--- src/rtl/sync_filter.sv ---
// rtl/sync_filter.sv - multi-channel CDC synchronizer with per-channel glitch filter and edge pulses
// Optional sticky change flags are built when SYNC_FILTER_STICKY_EN is defined.
module sync_filter #(
  parameter int                  CHANNELS      = 8,
  parameter int                  STAGES        = 2,
  parameter int                  FILTER_CYCLES = 4,
  parameter logic [CHANNELS-1:0] RESET_VALUE   = {CHANNELS{1'b0}}
) (
  input  logic                clk,
  input  logic                rst_n,
  input  logic [CHANNELS-1:0] async_in,
  output logic [CHANNELS-1:0] sync_out,
  output logic [CHANNELS-1:0] rise_pulse,
  output logic [CHANNELS-1:0] fall_pulse,
  output logic                any_change,
  input  logic [CHANNELS-1:0] event_clr,
  output logic [CHANNELS-1:0] event_flags
);
  localparam int               CNT_W    = $clog2(FILTER_CYCLES + 1);
  localparam logic [CNT_W-1:0] CNT_LAST = CNT_W'(FILTER_CYCLES - 1);

  if (STAGES < 2) begin : g_bad_stages
    $error("sync_filter: STAGES must be >= 2");
  end

  (* ASYNC_REG = "TRUE" *) logic [CHANNELS-1:0] sync_chain [STAGES];
  logic [CHANNELS-1:0] raw;
  logic [CHANNELS-1:0] accept;
  logic [CNT_W-1:0]    cnt [CHANNELS];

  always_ff @(posedge clk or negedge rst_n) begin
    if (!rst_n) begin
      for (int k = 0; k < STAGES; k++) sync_chain[k] <= RESET_VALUE;
    end else begin
      sync_chain[0] <= async_in;
      for (int k = 1; k < STAGES; k++) sync_chain[k] <= sync_chain[k-1];
    end
  end

  assign raw = sync_chain[STAGES-1];

  // A channel accepts on the FILTER_CYCLES-th consecutive mismatching cycle.
  always_comb begin
    accept = '0;
    for (int i = 0; i < CHANNELS; i++)
      accept[i] = (raw[i] != sync_out[i]) && (cnt[i] == CNT_LAST);
  end

  always_ff @(posedge clk or negedge rst_n) begin
    if (!rst_n) begin
      for (int i = 0; i < CHANNELS; i++) cnt[i] <= '0;
      sync_out   <= RESET_VALUE;
      rise_pulse <= '0;
      fall_pulse <= '0;
    end else begin
      for (int i = 0; i < CHANNELS; i++) begin
        if ((raw[i] == sync_out[i]) || accept[i])
          cnt[i] <= '0;
        else
          cnt[i] <= cnt[i] + CNT_W'(1);
      end
      sync_out   <= (sync_out & ~accept) | (raw & accept);
      rise_pulse <= accept & raw;
      fall_pulse <= accept & ~raw;
    end
  end

  assign any_change = |(rise_pulse | fall_pulse);

`ifdef SYNC_FILTER_STICKY_EN
  // Set has priority over clear so an event landing with a clear is never lost.
  always_ff @(posedge clk or negedge rst_n) begin
    if (!rst_n)
      event_flags <= '0;
    else
      event_flags <= (event_flags & ~event_clr) | rise_pulse | fall_pulse;
  end
`else
  logic unused_event_clr;
  assign unused_event_clr = ^event_clr;
  assign event_flags      = '0;
`endif

endmodule

--- config.mk ---
export PLATFORM = sky130hd
export DESIGN_NAME = sync_filter
export DESIGN_NICKNAME = d
export VERILOG_FILES = /design/src/rtl/sync_filter.sv
export SDC_FILE = /design/constraint.sdc
export NUM_CORES = 1
export LEC_CHECK = 0
export BUFFER_PORTS_ARGS = -buffer_cell sky130_fd_sc_hd__buf_2
export CAP_MARGIN = 20
export CORE_MARGIN = 4
export CORE_UTILIZATION = 55
export CTS_CLUSTER_DIAMETER = 100
export DETAILED_ROUTE_END_ITERATION = 12
export GPL_TIMING_DRIVEN = 0
export PLACE_DENSITY = 0.79
export RECOVER_POWER = 25
export SYNTH_ARGS = -nofsm -noshare
export SYNTH_HDL_FRONTEND = slang
export SYNTH_SLANG_ARGS = --single-unit
--- constraint.sdc ---
create_clock -name clk -period 3.15 [get_ports clk]
set_clock_uncertainty 0.15 [all_clocks]
set_input_delay 0.1575 -clock clk [delete_from_list [all_inputs] [get_ports clk]]
set_output_delay 0.1575 -clock clk [all_outputs]
set_load 0.03 [all_outputs]
==> impl_metrics.yaml, run 1 <==
routing:
  drc_errors: 0
  viasPerCell: 4.879
  wirelength_um: 3691
  ant_nets: 0
  drt_iter0_drc: 60
  firstDrtPassIters: 2
  wl_per_cell_um: 12.77
  vias: 1410
floorplan:
  std_cell_rows: 23
  fp.dieArea_mm2: 0.005438
  coreArea_mm2: 0.004086
  die_w_um: 73.75
  ioPinCount: 51
  start_util: 0.5818
  dieHeight_um: 73.75
clocking:
  postCtsHoldBufs: 9
  cts-resized-gates: 0
  cts_tree: "done"
  cts_setup_buffers: 0
  clkSinkCount: 64
  h-tree-depth: 3
  worstSkewPairLatency_ns: 0.33
  cts_buffers: 9
  clk_pin_slew_ns: 0.06
  cts.path.max_buffers: 2
  cts-root-buf: "clkbuf_8"
sta:
  rsz0062_at_grt: "false"
  slew-limit-headroom: 0.1728
  finalMaxSlewViolations: 0
  timing.hold.ws_ns: 0.1997
  worst_slack_ns: 1.314
  setup_viol: 0
  tns_ns: 0
  fin_crit_sh: 0.5829
  fin_crit_ns: 1.836
  hold_viol: 0
  fmax_mhz: 544.6
  tightest_slew_ns: 1.241
logic_synthesis:
  ys_types: 16
  async_flop_share: 1.000
  yosys-top-cells-count: "64 x dfrtp_1, 16 x ha_1, 16 x nor3_1"
  synth_edf_count: 0
  synth_most_common_cell: "dfrtp_1"
  synth.top_cell.area_share: 0.6737
  synth-xor-area-share: 0.02947
  synth_top_family_by_area: "simple AND/OR/NAND/NOR gates"
  syn_inst: 172
  synth_fa_ha_area_frac: 0.08421
  synth-simple-area-share: 0.1416
  synth-seq-cells: 64
  yosys.area.top_type: "dfrtp_1"
  synthTopCellsByArea: "dfrtp_1 67%, ha_1 8.4%, nor3b_2 4.2%"
  synth-seq-area-share: 0.6737
  synth_flop_cell: "dfrtp_1"
  synth.mux.area_fraction: 0.009474
  syn_avg_cell_area_um2: 13.82
  yosys_warnings: 0
  netlist_area_mm2: 0.002377
  synth-compound-area-share: 0.01263
setup_path:
  worst_setup_path_end_kind: "output port"
  cp.required_ns: 2.84
  r2r_slack_ns: 1.74
  critPathLaunchType: "flop"
  r2r-start: "cnt[6]"
  rr_worst_depth: 3
  crit_type: "reg2out"
  worst-path-max-fanout: 2
  worstPathArrival_ns: 1.53
global_route:
  grt_antenna_before_repair: 0
  gr-total-overflow: 0
  grt_pass1_vias: 1462
  grt_max_degree: 43
  grt_pass1_wl_um: 6506
  gr-usage-all-layers: 0.1655
placed_design:
  port-buffer-count: 34
  globalplace.congestion: 0.6992
  place_ws_ns: 1.610
  place_hpwl_um: 2653
layout:
  drive_gt1_frac: 0.2887
  nets: 268
  areaGrowthSynthToFinish_pct: 24.63
  diodes: 0
power_and_ir_drop:
  internal_power_mw: 1.727
  vdd_drop_max_uv: 517.5
  power_switching_share: 0.3176
  power_frac_comb: 0.267
  power.leakage_nw: 1.510
  p_clk_frac: 0.291
  p_sw_mw: 0.8038
  pwr_density_cell_mw_per_mm2: 854.2
  power_frac_seq: 0.442
min_path:
  hold_class: "reg2reg"
  hold_path_end: "raw[5]"
  min_from: "sync_chain[13]"
  min_delay_path_depth: 0
run:
  maxCapViolCount: 0
status:
  status: "completed"
## logic make-up (layout without fill, tap and decap cells)
logic type,count (synthesis),after routing
multiplexers,2,2
AO/OA/AOI/OAI,6,6
buffers and inverters,22,82
other,1,8
AND/OR/NAND/NOR,53,53
flip-flops,64,64
XOR/XNOR,8,8
adder cells (fa/ha/maj),16,16
## metal layers
metal  GRT usage  part of all wire  routed length, um  vias to the layer above
li1            -                 -                  -                      685
met1      0.1844              0.40               1484                      692
met2      0.2717              0.53               1973                       27
met3     0.06840             0.050                184                        6
met4     0.08249             0.013                 49                        0
met5           0                 0                  0                        -
## power groups by stage
stage / clock network, mW / registers [mW] / logic (mW)
after floorplan: 0 / 1.23 / 0.383
after global placement: 0 / 1.12 / 0.641
after detailed placement: 0 / 1.13 / 0.679
after CTS: 0.759 / 1.12 / 0.689
after global routing: 0.809 / 1.14 / 0.765
final: 0.738 / 1.12 / 0.675
## worst max path at each step
stage	from	end	slack, ns	cells past startpoint
floorplan	rise_pulse[5]	any_change	1.73	2
global placement	rst_n	cnt[23]	1.60	1
CTS	rise_pulse[5]	any_change	1.23	3
global route	rise_pulse[5]	any_change	1.18	3
detailed placement	rise_pulse[5]	any_change	1.61	3
finish	rise_pulse[5]	any_change	1.31	3
## cells in the final DEF (no fill, tap or decap), types with 4 or more instances in the layout
master / netlist / routed
xnor2_1: 8 / 8
nand2_1: 8 / 8
nor3b_1: 6 / 6
buf_2: 0 / 33
nor2_1: 8 / 8
clkbuf_8: 0 / 13
dfrtp_1: 64 / 64
nor3b_2: 8 / 8
nor3_1: 16 / 16
ha_1: 16 / 16
nor4_1: 4 / 4
inv_1: 14 / 14
buf_4: 8 / 8
o21ai_0: 6 / 6
conb_1: 1 / 8
dlygate4sd3_1: 0 / 9
## area by class of cell
class	count	area [um2]
Clock inverter	2	35.03
Buffer	8	60.06
Inverter	14	52.55
Fill cell	284	1124
Tap cell	50	62.56
Clock buffer	14	182.7
Sequential cell	64	1602
Multi-Input combinational cell	93	689.4
Timing Repair Buffer	44	279.0
## critical path: stages (launching register included)
cell and delay (ns):
dfrtp_1 0.38, nor4_1 0.40, nand4_1 0.19, buf_2 0.22
## per-stage QoR
| step | power [mW] | std cells | cell area, um2 | utilization |
|---|---|---|---|---|
| after detailed placement | 1.812 | 264 | 2656 | 0.6500 |
| after global placement | 1.761 | 263 | 2636 | 0.6451 |
| after CTS | 2.568 | 289 | 2964 | 0.7254 |
| after global routing | 2.717 | 289 | 2963 | 0.7250 |
| after floorplan | 1.609 | 179 | 2404 | - |
| final | 2.531 | 289 | 2963 | 0.7250 |
(Power assumes the default switching activity.)
==> run 2, diff against run 1 <==
CORE_UTILIZATION = 53   (was 55)
PLACE_DENSITY = 0.77   (was 0.79)
clock period = 1.75 ns   (was 3.15 ns; I/O delays follow)
==> impl_metrics.yaml, run 2 (synthesized netlist as in run 1, its figures left out) <==
setup_path:
  crit_type: "reg2out"
  path_buf_inv: 1
  crit_path_cell_trace: "nor4_2, nand4_1, buf_2"
  worst_setup_path_end_kind: "output port"
  r2r-start: "cnt[6]"
  critPathMaxStageDelay_ns: 0.39
  worstPathArrival_ns: 1.39
  worst-path-max-fanout: 2
  cp.required_ns: 1.51
  critPathLaunchType: "flop"
  r2r_slack_ns: 0.34
  crit_family: "simple AND/OR/NAND/NOR gates"
  slowest_stage: "dfrtp_1"
  rr_worst_depth: 3
routing:
  vias: 1394
  drt_iter0_drc: 66
  wirelength_um: 3643
  firstDrtPassIters: 4
  ant_nets: 0
  drc_errors: 0
  wl_per_cell_um: 12.52
  viasPerCell: 4.790
layout:
  nets: 268
  final_common_cell: "dfrtp_1"
  areaGrowthSynthToFinish_pct: 25.58
  diodes: 0
  multiInputGateArea_um2: 708.2
  fillCellCount: 316
  drive_gt1_frac: 0.3054
  final_cell_mix: "64 x dfrtp_1, 33 x buf_2, 16 x nor3_1, 16 x ha_1, 14 x inv_1"
  register_area_mm2: 0.001602
sta:
  fmax_mhz: 613.7
  fin_crit_ns: 1.630
  setup_viol: 0
  timing.hold.ws_ns: 0.1879
  tns_ns: 0
  finalMaxSlewViolations: 0
  worst_slack_ns: 0.1204
  slew-limit-headroom: 0.5420
  fin_crit_sh: 0.9312
  hold_viol: 0
  rsz0062_at_grt: "false"
  tightest_slew_ns: 0.6870
floorplan:
  std_cell_rows: 24
  start_util: 0.5460
  dieHeight_um: 74.98
  ioPinCount: 51
  fp.dieArea_mm2: 0.005621
  die_w_um: 74.98
  coreArea_mm2: 0.004354
min_path:
  hold_class: "in2async"
power_and_ir_drop:
  vdd_drop_max_uv: 1185
  pwr_density_cell_mw_per_mm2: 1522
  power.leakage_nw: 1.517
  power_mw: 4.545
clocking:
  h-tree-depth: 3
  clk_pin_slew_ns: 0.06
  clkSinkCount: 64
  cts_buffers: 9
  cts_tree: "done"
  worstSkewPairLatency_ns: 0.32
  cts.path.max_buffers: 2
  cts-root-buf: "clkbuf_8"
  cts_setup_buffers: 0
global_route:
  grt_pass1_wl_um: 6292
  grt_max_degree: 39
  gr-usage-all-layers: 0.1558
  grt_antenna_before_repair: 0
  gr-total-overflow: 0
  grt_pass1_vias: 1406
placed_design:
  place_ws_ns: 0.3471
  port-buffer-count: 34
  place_hpwl_um: 2554
  globalplace.congestion: 0.6632
status:
  status: "completed"
run:
  maxCapViolCount: 0
==> run 2: changes by cell type in the layout (fill, tap and decap cells not counted) <==
| cell | change |
|---|---|
| clkbuf_1 | -1 |
| clkbuf_2 | +1 |
| nor4_1 | -3 |
| nor4_2 | +3 |
==> run 2: worst reg2reg max path: stages (launching register included) <==
cell and delay, ns:
dfrtp_1 0.36, ha_1 0.15, ha_1 0.27, mux2_2 0.36
==> run 2: cell type report <==
type | count | share of cell area
Buffer | 8 | 0.02012
Inverter | 14 | 0.01760
Multi-Input combinational cell | 93 | 0.2372
Clock inverter | 2 | 0.01174
Sequential cell | 64 | 0.5365
Clock buffer | 14 | 0.06119
Timing Repair Buffer | 44 | 0.09388
Tap cell | 52 | 0.02179
==> run 2: routing by layer <==
metal	GRT usage	vias up	routed length, um
li1	-	685	-
met1	0.1902	678	1519
met2	0.2350	27	1906
met3	0.06275	4	183
met4	0.08893	0	34
met5	0	-	0
==> run 2: how the worst max path moves through the flow <==
stage                        startpoint             to  slack [ns]  cells after the start
after floorplan           rise_pulse[5]     any_change        0.40                      2
after global placement            rst_n  sync_chain[9]        0.26                      1
after detailed placement         cnt[6]           flop        0.35                      3
after CTS                 rise_pulse[0]     any_change        0.02                      3
after global routing      rise_pulse[5]     any_change        0.02                      3
final                     fall_pulse[4]     any_change        0.12                      3
==> run 2: metrics by stage <==
step	instances	cell area, um2	util
final	291	2985	0.6856
after global placement	265	2639	0.6060
after global routing	291	2985	0.6856
after CTS	291	2967	0.6813
after detailed placement	266	2659	0.6106
after floorplan	179	2404	-
==> run 2: what timing repair did <==
| action | 4_1_cts | 5_1_grt |
|---|---|---|
| endpoints found under the setup margin | 0 | 1 |
| hold buffers | 9 | 0 |
| hold endpoints to repair | 34 | 0 |
| resized for setup | 0 | 3 |
==> run 2: power breakdown <==
part           switching, mW  internal, mW  total [mW]
logic                  0.712         0.497        1.21
clock network          0.515         0.812        1.33
registers              0.207          1.80        2.01
total                   1.43          3.11        4.54
